File: config.mk
export PLATFORM = sky130hd
export DESIGN_NAME = freq_meter_flat
export DESIGN_NICKNAME = d
export VERILOG_FILES = /design/src/rtl/freq_meter_if.sv /design/src/rtl/freq_meter.sv /design/src/flat_wrapper.sv
export SDC_FILE = /design/constraint.sdc
export NUM_CORES = 1
export LEC_CHECK = 0
export ABC_CLOCK_PERIOD_IN_PS = 2700
export CAP_MARGIN = 20
export CORE_UTILIZATION = 54
export DETAILED_ROUTE_END_ITERATION = 8
export GPL_TIMING_DRIVEN = 0
export HOLD_SLACK_MARGIN = 0.12
export PLACE_DENSITY = 0.78
export SYNTH_ARGS = -nofsm -noshare
export SYNTH_HDL_FRONTEND = slang
export SYNTH_SLANG_ARGS = --single-unit
File: constraint.sdc
create_clock -name clkin -period 2.7 [get_ports clkin]
set_input_delay 0.54 -clock clkin [delete_from_list [all_inputs] [get_ports clkin]]
set_output_delay 0.54 -clock clkin [all_outputs]
set_load 0.005 [all_outputs]
File: src/rtl/freq_meter_if.sv
// freq_meter_if: bundles the measured input and the measurement results.
//   sig_in      - square wave to measure (asynchronous to the meter clock)
//   period_out  - clkin cycles between the last two rising edges of sig_in
//   high_out    - clkin cycles sig_in was high within that period
//   valid       - one-cycle strobe, new period_out/high_out this cycle
//   timeout     - sticky: no rising edge seen for MAXCNT cycles
//   meas_active - meter is in its MEASURE state
// master: the side that drives sig_in and consumes the results.
// slave : the meter itself.
interface freq_meter_if;
    logic        sig_in;
    logic [31:0] period_out;
    logic [31:0] high_out;
    logic        valid;
    logic        timeout;
    logic        meas_active;

    modport master (
        output sig_in,
        input  period_out, high_out, valid, timeout, meas_active
    );

    modport slave (
        input  sig_in,
        output period_out, high_out, valid, timeout, meas_active
    );
endinterface

File: src/rtl/freq_meter.sv
// freq_meter: measures period and high time of a slow square wave in clkin
// cycles. Results are registered and announced by a one-cycle valid strobe;
// a sticky timeout flags an input that stopped toggling.
// Ports:
//   clkin  - meter clock, all state updates on its rising edge
//   reset  - synchronous, active-high; clears everything, back to WAIT_FIRST
//   bus    - freq_meter_if.slave (sig_in in, measurement results out)
// Parameter:
//   MAXCNT - timeout limit in clkin cycles (2 .. 2^32-1)
module freq_meter #(
    parameter logic [31:0] MAXCNT = 32'd50000000
) (
    input  logic         clkin,
    input  logic         reset,
    freq_meter_if.slave  bus
);

    typedef enum logic {WAIT_FIRST = 1'b0, MEASURE = 1'b1} state_t;

    state_t      r_state;
    state_t      w_state_nxt;

    // r_sync[0] = s1, r_sync[1] = s2, r_sync[2] = s3 (previous s2)
    logic [2:0]  r_sync;
    logic [31:0] r_cnt;
    logic [31:0] r_hcnt;
    logic [31:0] r_period;
    logic [31:0] r_high;
    logic        r_valid;
    logic        r_timeout;

    logic        w_s2;
    logic        w_rise;
    logic        w_tmo;
    logic        w_meas_active;

    assign w_s2   = r_sync[1];
    assign w_rise = r_sync[1] & ~r_sync[2];
    // A rise in the same cycle as the limit wins: the period is still valid.
    assign w_tmo  = (r_state == MEASURE) && !w_rise && (r_cnt >= MAXCNT);

    // State register
    always_ff @(posedge clkin) begin
        if (reset) r_state <= WAIT_FIRST;
        else       r_state <= w_state_nxt;
    end

    // Next-state logic
    always_comb begin
        w_state_nxt = r_state;
        case (r_state)
            WAIT_FIRST: if (w_rise) w_state_nxt = MEASURE;
            MEASURE:    if (w_tmo)  w_state_nxt = WAIT_FIRST;
            default:    w_state_nxt = WAIT_FIRST;
        endcase
    end

    // Output logic
    always_comb begin
        w_meas_active = 1'b0;
        if (r_state == MEASURE) w_meas_active = 1'b1;
    end

    // Synchronizer plus edge-history register
    always_ff @(posedge clkin) begin
        if (reset) r_sync <= 3'b000;
        else       r_sync <= {r_sync[1:0], bus.sig_in};
    end

    // Counters and result registers. Counting restarts at 1 on a rise because
    // the rise cycle itself is the first cycle (and first high cycle) of the
    // new period. The timeout path clears cnt, so cnt never exceeds MAXCNT.
    always_ff @(posedge clkin) begin
        if (reset) begin
            r_cnt     <= 32'd0;
            r_hcnt    <= 32'd0;
            r_period  <= 32'd0;
            r_high    <= 32'd0;
            r_valid   <= 1'b0;
            r_timeout <= 1'b0;
        end else begin
            r_valid <= 1'b0;
            case (r_state)
                WAIT_FIRST: begin
                    if (w_rise) begin
                        r_cnt  <= 32'd1;
                        r_hcnt <= 32'd1;
                    end else begin
                        r_cnt  <= 32'd0;
                        r_hcnt <= 32'd0;
                    end
                end
                MEASURE: begin
                    if (w_rise) begin
                        r_period  <= r_cnt;
                        r_high    <= r_hcnt;
                        r_valid   <= 1'b1;
                        r_timeout <= 1'b0;
                        r_cnt     <= 32'd1;
                        r_hcnt    <= 32'd1;
                    end else if (w_tmo) begin
                        r_timeout <= 1'b1;
                        r_period  <= 32'd0;
                        r_high    <= 32'd0;
                        r_cnt     <= 32'd0;
                        r_hcnt    <= 32'd0;
                    end else begin
                        r_cnt <= r_cnt + 32'd1;
                        if (w_s2) r_hcnt <= r_hcnt + 32'd1;
                    end
                end
                default: begin
                    r_cnt  <= 32'd0;
                    r_hcnt <= 32'd0;
                end
            endcase
        end
    end

    assign bus.period_out  = r_period;
    assign bus.high_out    = r_high;
    assign bus.valid       = r_valid;
    assign bus.timeout     = r_timeout;
    assign bus.meas_active = w_meas_active;

endmodule

File: src/flat_wrapper.sv
// flat-port wrapper written by rule: the top's interface ports become plain ports
module freq_meter_flat 
#(
    parameter logic [31:0] MAXCNT = 32'd50000000
)
  (clkin, reset, bus_sig_in, bus_period_out, bus_high_out, bus_valid, bus_timeout, bus_meas_active);
  freq_meter_if bus_i ();
  input  logic clkin;
  input  logic reset;
  input wire logic [$bits(bus_i.sig_in)-1:0] bus_sig_in;
  output wire logic [$bits(bus_i.period_out)-1:0] bus_period_out;
  output wire logic [$bits(bus_i.high_out)-1:0] bus_high_out;
  output wire logic [$bits(bus_i.valid)-1:0] bus_valid;
  output wire logic [$bits(bus_i.timeout)-1:0] bus_timeout;
  output wire logic [$bits(bus_i.meas_active)-1:0] bus_meas_active;
  assign bus_i.sig_in = bus_sig_in;
  assign bus_period_out = bus_i.period_out;
  assign bus_high_out = bus_i.high_out;
  assign bus_valid = bus_i.valid;
  assign bus_timeout = bus_i.timeout;
  assign bus_meas_active = bus_i.meas_active;
  freq_meter #(.MAXCNT(MAXCNT)) u_core (.clkin(clkin), .reset(reset), .bus(bus_i));
endmodule
==> results of run 1 <==
-- cells in the mapped netlist (4+ instances only) --
| library cell | instances |
|---|---|
| and4_1 | 8 |
| nand4_1 | 15 |
| o21a_1 | 4 |
| a22o_1 | 64 |
| nor2_1 | 47 |
| a21oi_1 | 32 |
| nor3_1 | 6 |
| and3_1 | 6 |
| clkbuf_1 | 23 |
| xnor2_1 | 9 |
| o31ai_1 | 5 |
| inv_1 | 5 |
| nor2b_1 | 4 |
| xor2_1 | 15 |
| o21ai_0 | 20 |
| nand3_1 | 25 |
| and2_1 | 5 |
| dfxtp_1 | 134 |
| or3_1 | 17 |
| nand2_1 | 22 |
| buf_2 | 7 |
| or4_1 | 7 |
-- final cells by class --
type	instances	area [um2]	share of cell area
repair buffers	69	690.7	0.1070
flip-flops and latches	134	2683	0.4157
clock inverters	12	178.9	0.02772
multi-input cells	343	2180	0.3377
well taps	108	135.1	0.02094
clock buffers	18	427.9	0.06630
plain buffers	32	140.1	0.02171
inverters	5	18.77	0.002908
-- per-layer routing --
metal | vias up | wire length (um) | share of wire
li1 | 2053 | - | -
met3 | 20 | 806 | 0.068
met1 | 2016 | 5391 | 0.46
met4 | 0 | 209 | 0.018
met5 | - | 0 | 0
met2 | 170 | 5405 | 0.46
-- registers in the layout, indices dropped and copies added, names as in the netlist --
| name | flops |
|---|---|
| u_core.r_sync | 3 |
| u_core.r_cnt | 32 |
| u_core.r_hcnt | 32 |
| u_core.bus.high_out | 32 |
| u_core.bus.timeout | 1 |
| u_core.r_state | 1 |
| u_core.bus.period_out | 32 |
| u_core.bus.valid | 1 |
-- critical path, delay by kind of cell (launching register included) --
family                 cells  cell delay (ns)
AO/OA/AOI/OAI              4             1.11
AND/OR/NAND/NOR            2             0.66
flip-flops                 1             0.37
buffers and inverters      1             0.33
-- final timing paths --
path | end | slack [ns] | depth (start not counted)
worst max-delay path | u_core.bus.high_out[6]$_SDFFE_PP0P_ | 0.17 | 7
worst min-delay path | u_core.r_sync[1]$_SDFF_PP0_ | 0.45 | 1
worst max register to register | u_core.bus.high_out[6]$_SDFFE_PP0P_ | 0.17 | 7
worst min register to register | u_core.r_sync[1]$_SDFF_PP0_ | 0.45 | 1
-- repair_timing --
action	in CTS	in global routing
gates resized for setup	0	1
endpoints found under the hold margin	0	0
setup endpoints to repair	0	2
-- cells by family (layout without fill, tap and decap cells) --
family,count (synthesis),after routing
adder cells (fa/ha/maj),3,3
flip-flops,134,134
AO/OA/AOI/OAI,137,137
AND/OR/NAND/NOR,173,173
other,1,6
XOR/XNOR,24,24
buffers and inverters,37,136
-- report_power, final --
part / switching [uW] / internal (uW) / leakage, uW
clock network: 849 / 1510 / 0.000289
registers: 6.17 / 1990 / 0.00108
logic: 36.1 / 16.6 / 0.000862
-- metrics by stage --
step / util / setup WS [ns] / setup TNS (ns) / instance area (um2) / hold slack [ns]
floorplan: - / 0.6397 / 0 / 5021 / 0.4138
global placement: 0.6608 / 0.03633 / 0 / 5847 / 0.4193
detailed placement: 0.6608 / -0.02765 / -0.04725 / 5847 / 0.4329
CTS: 0.7294 / 0.1672 / 0 / 6454 / 0.4510
global route: 0.7294 / 0.02158 / 0 / 6454 / 0.4653
finish: 0.7294 / 0.1668 / 0 / 6454 / 0.4499
==> flow_results.org, run 1 <==
** Synth
- Yosys reg bits :: 134
- Distinct cell type count of the synthesized netlist :: 44
- The share of the Yosys chip area taken by registers is 0.5363.
- For this run, the number of Yosys warnings is 0.
- In the synthesized netlist the async set-or-reset flop fraction comes to 0.
- dfxtp_1 takes more of the synthesized area than any other cell.
- Ranking of synthesized cells by area :: dfxtp_1, a22o_1, nor2_1
- After synthesis, the largest family of logic cells by area is compound AO/OA/AOI/OAI gates.
- The most used flip-flop cell after synthesis is dfxtp_1.
- Synthesized area :: 5002 um2
- Post-synth EDFFs :: 0
- Area share of and/or/nand/nor cells after synthesis :: 0.1831
- Of the post-synthesis cell area, the part taken by muxes is 0.
- Of the total synthesized cell area, the portion taken by XOR and XNOR cells is 0.04202.
- Complex-gate fraction of the synthesized area :: 0.1986
- Of the total synthesized cell area, the portion taken by full adders, half adders and majority gates is 0.007504.
- The share of synthesized area in the top cell type comes to 0.5363.
- Counting every instance in the synthesized netlist gives 509.
- Avg Synthesized Cell Area :: 9.828 um2

** Route
- The final layout contains routed wiring with a total length of 11,810 um.
- The first TritonRoute pass finished after 7 iterations.
- Once detail routing completed, the nets flagged for antenna violations numbered 0.
- In this run, the number of DRC markers left after iteration 0 of detailed routing was 250.
- Via density per instance :: 5.907
- Residual DRC count :: 6
- The final route contains 4,259 vias.
- WL/cell :: 16.38 um

** Clock network
- Number of buffers created by CTS :: 17
- CTS sink cnt :: 134
- After clock tree synthesis, the flow added hold-fix buffers numbering 0.
- Clock root buffer :: clkbuf_8
- After clock tree synthesis, the setup repair step added 0 buffers.
- Clock-pin slew was measured on the worst setup and hold paths at 0.06 ns.
- TritonCTS built the clock tree.
- The H-tree generated during clock tree synthesis spans 4 levels.
- Clock latency on the worst-skew pair :: 0.53 ns
- Counting along the longest clock path gives a buffer depth of 2.

** GRT
- In the global route stage, overall resource usage came out at 0.2594.
- Global-route wire length before repair :: 19,750 um
- Vias in the first global route :: 4,077
- After global routing the overflow that remains totals 0.
- Maximum number of pins on one net before global-route repair :: 17
- GRT met3 Usage :: 0.06872
- In the global route stage, met2 resource usage came out at 0.3982.
- The number of antenna violations at the first check in global routing was 0.
- The global routing stage identified its most utilized layer as met2.
- Global-route track usage on met1 :: 0.3464

** Final layout
- Relative area change from synthesis to final layout :: 29.01%
- In the final layout, the share of cells above drive strength 1 is 0.07341.
- The finished layout holds 721 standard cells, fillers aside.
- Leaving out fill and tap cells, the most frequent cell in the layout is dfxtp_1.
- After the last flow step, the layout net total stands at 608.
- The repair_antennas step left the layout with diodes totalling 0.
- After filler insertion, the fill cell instance count of the layout stands at 681.
- Leading cell types in the layout, fill and taps excluded :: dfxtp_1, clkdlybuf4s50_1, a22o_1, nor2_1, a21oi_1

** Flow run
- Max-cap violations in this run came to 0.

** Timing
- Pins Over Slew Limit :: 0
- Setup repair after global routing left no endpoint under its margin.
- Number of endpoints with negative hold slack in the final report :: 0
- Subtracting the final worst setup slack from the clock period gives 2.533 ns.
- On the final layout, the worst clock skew is 0.01228 ns.
- Setup violations remaining at the end of the flow were counted as 0.
- Of the available clock period, the critical path in the final layout requires 0.9382.
- Headroom to the max-slew limit came out at 0.5997.
- Maximum clock rate :: 0.3948 GHz
- Actual transition at the worst max-transition pin :: 0.6004 ns

** Floorplan
- Number of top-level pins :: 70
- Die footprint :: 9652 um2
- Core region area :: 8848 um2
- In this run the core area contains 34 standard-cell rows.
- Measured along the x axis, the die boundary spans 98.25 um.
- The die is 98.25 um tall.
- For this configuration, the core starts out at a cell density of 0.5653.

** Min path
- In this run the worst hold path is classified as flip-flop to flip-flop.
- The worst hold path begins at u_core.r_sync[0]$_SDFF_PP0_.

** Outcome
- The checks that failed: design-rule violations.
- Result of the run :: finished with violations

** Pwr
- The design draws 4408 uW.
- VDD IR max :: 494.4 uV
- In this run the power density over the cells is 683.1 nW/um2.
- Static Leak :: 0.002233 uW

** Worst setup path
- Maximum fanout count along the critical path :: 10
- Startpoint Class :: flip-flop
- CP Launch Point :: u_core.r_cnt[10]$_SDFF_PP0_
- The signal on the critical path passes through or4_1 > nor2_1 > o31a_1 > o21ai_1 > o22ai_2 > buf_2 > a22o_1.
- Startpoint of the most critical register-to-register path :: u_core.r_cnt[10]$_SDFF_PP0_
- Crit path DAT :: 3.00 ns
- At the worst endpoint, the required time is 3.17 ns.
- On the critical path, the stage with the largest delay is an instance of or4_1.
- For this run, the slowest stage of the critical path takes 0.53 ns.
- The worst setup path is captured at a flip-flop.
- The worst setup path is of the flip-flop to flip-flop kind.

** Place
- At the end of routability-driven placement, the weighted congestion stood at 0.8174.
- In this run the tool buffered the top-level ports with 69 buffer cells.
- Total half-perimeter wirelength after legalization and detailed placement :: 7750 um
- The number of placed instances, taps included, is 691.
Note: power is estimated with default switching activity, not from simulation.
==> run 2, diff against run 1 <==
--- a/config.mk
+++ b/config.mk
@@ -12,6 +12,7 @@
 export GPL_TIMING_DRIVEN = 0
 export HOLD_SLACK_MARGIN = 0.12
 export PLACE_DENSITY = 0.78
+export REMOVE_ABC_BUFFERS = 1
 export SYNTH_ARGS = -nofsm -noshare
 export SYNTH_HDL_FRONTEND = slang
 export SYNTH_SLANG_ARGS = --single-unit
==> run 2 against run 1 <==
Compared with the run above:
- the run now ends clean
- hold slack worse by 0.0018 ns
- register-to-register slack worse by 0.13 ns
- sequential power about the same
- critical path type unchanged
==> flow_results.org, run 2 (synthesis gave the netlist of run 1 again) <==
** Outcome
- Result of the run :: finished clean (was finished with violations)

** Pwr
- The worst voltage drop across the vdd grid came to 419.7 uV (was 494.4 uV).
- Design internal power :: 3459 uW (was 3517 uW)
- Static Leak :: 0.002205 uW (was 0.002233 uW)
- Part of the total power dissipated in combinational logic :: 0.013 (was 0.012)
- Clock power share :: 0.528 (was 0.536)
- Total net switching power :: 887.9 uW (was 891.1 uW)
- Power share of the sequential group :: 0.459 (was 0.452)
- Proportion of total power due to net switching :: 0.2042 (was 0.2021)
- The power density normalized to cell area was 675.6 nW/um2 (was 683.1 nW/um2).

** Place
- RePlAce Congestion :: 0.7821 (was 0.8174)
- Setup slack after placement :: -0.1183 ns (was -0.02765 ns)
- The half-perimeter wire length after detailed placement was 6782 um (was 7750 um).
- Count of buffers inserted at the top-level ports :: 69 (unchanged)
- The cell area after placement is 5834 um2 (was 5847 um2).

** Route
- Remaining antenna violation count :: 0 (unchanged)
- DRC marker count from the first detailed-route iteration :: 195 (was 250)
- The via density per instance is 5.859 (was 5.907).
- Total via count after detailed routing :: 4,066 (was 4,259)
- WL/cell :: 15.74 um (was 16.38 um)
- Aggregate routed wire length :: 10,930 um (was 11,810 um)
- Residual DRC count :: 0 (was 6)
- Number of search-and-repair iterations in the first detailed-routing pass :: 7 (unchanged)

** Timing
- Actual transition at the worst max-transition pin :: 0.6297 ns (was 0.6004 ns)
- Pins Over Slew Limit :: 0 (unchanged)
- Tmin final :: 2.660 ns (was 2.533 ns)
- Slew Limit Headroom :: 0.5774 (was 0.5997)
- The worst setup skew after layout was 0.02191 ns (was 0.01228 ns).
- Number of endpoints failing setup at the final stage :: 0 (unchanged)
- The number of endpoints with negative hold slack in the final report is 0 (unchanged).
- Post-route fraction of the period consumed by the critical path :: 0.9854 (was 0.9382)
- RSZ-0062 raised after global routing: true (was false).
- The worst setup margin is 0.03955 ns (was 0.1668 ns).
- Maximum clock rate :: 0.3759 GHz (was 0.3948 GHz)
- The smallest hold slack was 0.4481 ns (was 0.4499 ns).

** Final layout
- The antenna cell count is 0 (unchanged).
- The commonest non-fill, non-tap cell in the layout is dfxtp_1 (unchanged).
- Leading cell types in the layout, fill and taps excluded :: dfxtp_1, clkdlybuf4s50_1, a22o_1, nor2_1, a21oi_1 (unchanged)
- The final design utilization is 0.7272 (was 0.7294).
- The design area came to 6435 um2 (was 6454 um2).
- The number of nets in the final layout was 580 (was 608).
- The layout-stage area growth over the synthesis result is 28.64% (was 29.01%).
- The fraction of layout instances using a drive strength above 1 is 0.07509 (was 0.07341).
- The count of filler cells inserted in the layout is 624 (was 681).

** Clock network
- Clock latency on the worst-skew pair :: 0.52 ns (was 0.53 ns)
- The number of buffers created by CTS came to 17 (unchanged).
- The deepest level of the CTS H-tree came to 4 (unchanged).
- CTS sink cnt :: 134 (unchanged)
- Post-CTS clock slew at the launch and capture registers of the worst setup and hold paths :: 0.06 ns (about the same)
- TritonCTS clock tree :: built (unchanged)
- Buffer depth of the longest clock path :: 2 (unchanged)
- CTS Hold Buffers Added :: 0 (unchanged)
- The cell at the root of the clock tree was clkbuf_8 (unchanged).

** Worst setup path
- The start-to-end type of the worst setup path is flip-flop to flip-flop (unchanged).
- The arrival time of the worst setup path came to 3.11 ns (was 3.00 ns).
- Startpoint Class :: flip-flop (unchanged)
- Type of destination of the critical path :: flip-flop (unchanged)
- The worst reg-to-reg path cell count is 7 (unchanged).
- The data required time of the critical path was 3.15 ns (was 3.17 ns).
- Maximum fanout count along the critical path :: 33 (was 10)

** Min path
- Worst hold path class :: flip-flop to flip-flop (unchanged)
- Number of cells on the worst hold path :: 1 (unchanged)

** Floorplan
- The count of standard-cell rows is 34 (unchanged).
- The starting density of the core is 0.5653 (unchanged).
- Number of top-level pins :: 70 (unchanged)
- The horizontal extent of the die is 98.25 um (unchanged).
- Die footprint :: 9652 um2 (unchanged)
- Die height :: 98.25 um (unchanged)
- The total core area came to 8848 um2 (unchanged).

** GRT
- Global-route wire length before repair :: 18,090 um (was 19,750 um)
- All-Layer GR Usage :: 0.2359 (was 0.2594)
- Maximum number of pins on one net before global-route repair :: 52 (was 17)
- The total overflow reported by the global router is 0 (unchanged).
- Vias in the first global route :: 3,924 (was 4,077)
- Initial antenna violation count :: 0 (unchanged)

** Flow run
- The total of max-cap violations was 0 (unchanged).
## run 2: layout make-up
cell class	count	area (um2)	area share
well taps	108	135.1	0.02100
flip-flops and latches	134	2683	0.4169
clock buffers	19	441.7	0.06864
inverters	5	18.77	0.002917
multi-input cells	343	2220	0.3449
clock inverters	12	151.4	0.02353
repair buffers	73	785.8	0.1221
## run 2: final timing paths
kind	start	endpoint	slack, ns
setup / recovery	u_core.r_cnt[10]$_SDFF_PP0_	u_core.r_hcnt[8]$_SDFFE_PP0P_	0.04
hold / removal	u_core.r_sync[0]$_SDFF_PP0_	u_core.r_sync[1]$_SDFF_PP0_	0.45
setup reg to reg	u_core.r_cnt[10]$_SDFF_PP0_	u_core.r_hcnt[8]$_SDFFE_PP0P_	0.04
hold reg to reg	u_core.r_sync[0]$_SDFF_PP0_	u_core.r_sync[1]$_SDFF_PP0_	0.45
## run 2: layer usage
metal | vias up | share of wire | global-route usage
li1 | 1998 | - | -
met1 | 1942 | 0.46 | 0.2944
met2 | 110 | 0.48 | 0.3640
met3 | 16 | 0.051 | 0.07301
met4 | 0 | 0.015 | 0.1309
met5 | - | 0 | 0
## run 2: through the flow
stage | std cells | TNS, ns | total power (uW)
finish | 694 | 0 | 4347
global route | 694 | -0.02440 | 4474
CTS | 694 | 0 | 4371
detailed placement | 663 | -1.609 | 2095
global placement | 659 | -213.89 | 2078
floorplan | 482 | -41.73 | 2061
## run 2: critical path, cell delays in order, from the launching register on
cell	delay (ns)
dfxtp_1	0.36
or4_1	0.54
nor2_1	0.11
o31a_1	0.34
o2111ai_4	0.32
buf_12	0.29
or4_1	0.53
nand2_1	0.08
## run 2: power by group through the flow
stage | clock (uW) | combinational (uW) | sequential, uW
2_1_floorplan | 0 | 26.1 | 2030
3_3_place_gp | 0 | 41.9 | 2040
3_5_place_dp | 0 | 58.1 | 2040
4_1_cts | 2320 | 58.5 | 1990
5_1_grt | 2420 | 63.9 | 1990
6_report | 2290 | 58.4 | 1990
## run 2: timing repair
item,in CTS,in global routing
pin swaps,0,1
setup endpoints to repair,26,26
gates resized for setup,1,2
setup buffers,0,0
==> variant: new RTL, settings of run 1 <==
Make the reset (`reset`) asynchronous in 3 clocked blocks.
--- a/src/rtl/freq_meter.sv
+++ b/src/rtl/freq_meter.sv
@@ -42,3 +42,3 @@
     // State register
-    always_ff @(posedge clkin) begin
+    always_ff @(posedge clkin or posedge reset) begin
         if (reset) r_state <= WAIT_FIRST;
@@ -64,3 +64,3 @@
     // Synchronizer plus edge-history register
-    always_ff @(posedge clkin) begin
+    always_ff @(posedge clkin or posedge reset) begin
         if (reset) r_sync <= 3'b000;
@@ -72,3 +72,3 @@
     // new period. The timeout path clears cnt, so cnt never exceeds MAXCNT.
-    always_ff @(posedge clkin) begin
+    always_ff @(posedge clkin or posedge reset) begin
         if (reset) begin
Behaviour: differs if reset is asserted again (counterexample within 4 cycles, from zero or initial values and one cycle with reset high); with reset held inactive, the same outputs for 10 cycles.
==> variant against run 1 <==
  * Non-clock buffer count is 11 higher
  * Area after synthesis up 23%
  * Worst setup slack worse by 0.029 ns
  * Worst hold slack got worse by 0.098 ns
  * Sequential cell count stayed put
  * Synthesized cell count is 30% higher
  * Critical path type unchanged
  * Wire length grew 27%
  * Final area grew 20%
  * Clock skew fell by 0.0038 ns
  * Via count increased by 25%
  * Utilization down 2.6 points
Power is not compared: it rests on default switching activity, and its combinational part moved more than twofold at a synthesized area within 25%.
==> variant: results (changes against run 1) <==
metric,value,unit,change
Worst Path Arrival,2.89,ns,-0.11 ns
Final clock-cell share,8.00,%,-1.4 points
first-pass GRT wire length,25.3,mm,+28%
GRT Total Usage,27.9,%,+1.9 points
sequential cell area share,43.4,%,+1.8 points
Layout Nets,766,,+26%
RePlAce Congestion,0.893,,+9.3%
post-synthesis compound-gate area fraction,11.9,%,-7.9 points
WL final,15.0,mm,+27%
Place WS,0.150,ns,+0.178 ns
Min-Delay Startpoint,u_core.r_sync[0],,
placed inst area,0.00709,mm²,+21%
Post-Synth Adder-Cell Area,0.611,%,-0.14 points
CTS root buffer,clkbuf_16,,
top post-synthesis cells by area,"dfrtp_1 (55%), nand2_1 (9.5%), a21oi_1 (6.2%)",,
DP Wirelength,10.4,mm,+34%
hold path cells,0,,-1
"Core Util, Final",70.3,%,-2.6 points
ys async rst share,100,%,+100 points
worst-case clock skew,0.00848,ns,-0.00381 ns
first-pass detailed-route iteration total,6,,-1
#MultiIn Comb,482,,+41%
R2R Path Start,u_core.r_cnt[9],,
Logic inverters,13,,+8
post-synth cell types,43,,-2.3%
FF+latch count,134,,unchanged
via count,5343,,+25%
Fillers,832,,+22%
"Buf+Inv Stages, Crit Path",2,,+1
CLK BUF,20,,+2
number of signal-net buffers in the layout,112,,+11%
Hold Path Sink,u_core.r_sync[1],,
status,completed,,
Final WS setup,0.137,ns,-0.0294 ns
initial DRC count,390,,+56%
Clock Latency Late Sink,0.42,ns,-0.11 ns
Post-Synth XOR/XNOR Area,4.56,%,+0.36 points
Reg-to-Reg End,u_core.bus.period_out[23],,
## variant: cell types whose count changed after synthesis, moves of 19 or more
cell | run 1 | this run
dfrtp_1 | 0 | 134
nand2_1 | 22 | 155
o21ai_0 | 20 | 1
a21oi_1 | 32 | 76
a22o_1 | 64 | 0
nand3_1 | 25 | 45
dfxtp_1 | 134 | 0
## variant: power by group through the flow
stage               Combinational (mW)  Clock [mW]  Sequential [mW]
finish                           0.164        2.38             2.05
global route                     0.185        2.50             2.05
CTS                              0.167        2.40             2.05
detailed placement               0.166           0             2.08
global placement                 0.149           0             2.08
floorplan                       0.0904           0             2.08
## variant: metal layers
metal	global-route usage (%)	share of wire (%)	vias to the layer above
met5	0	0	-
met4	11.9	1.3	0
met3	5.50	4.7	22
met2	47.1	52	179
met1	35.0	42	2649
li1	-	-	2493
## variant: metrics by stage
stage          setup TNS [ns]  cells
4_1_cts                     0    913
3_3_place_gp           -81.23    878
6_report                    0    913
5_1_grt                     0    913
3_5_place_dp                0    881
2_1_floorplan               0    669
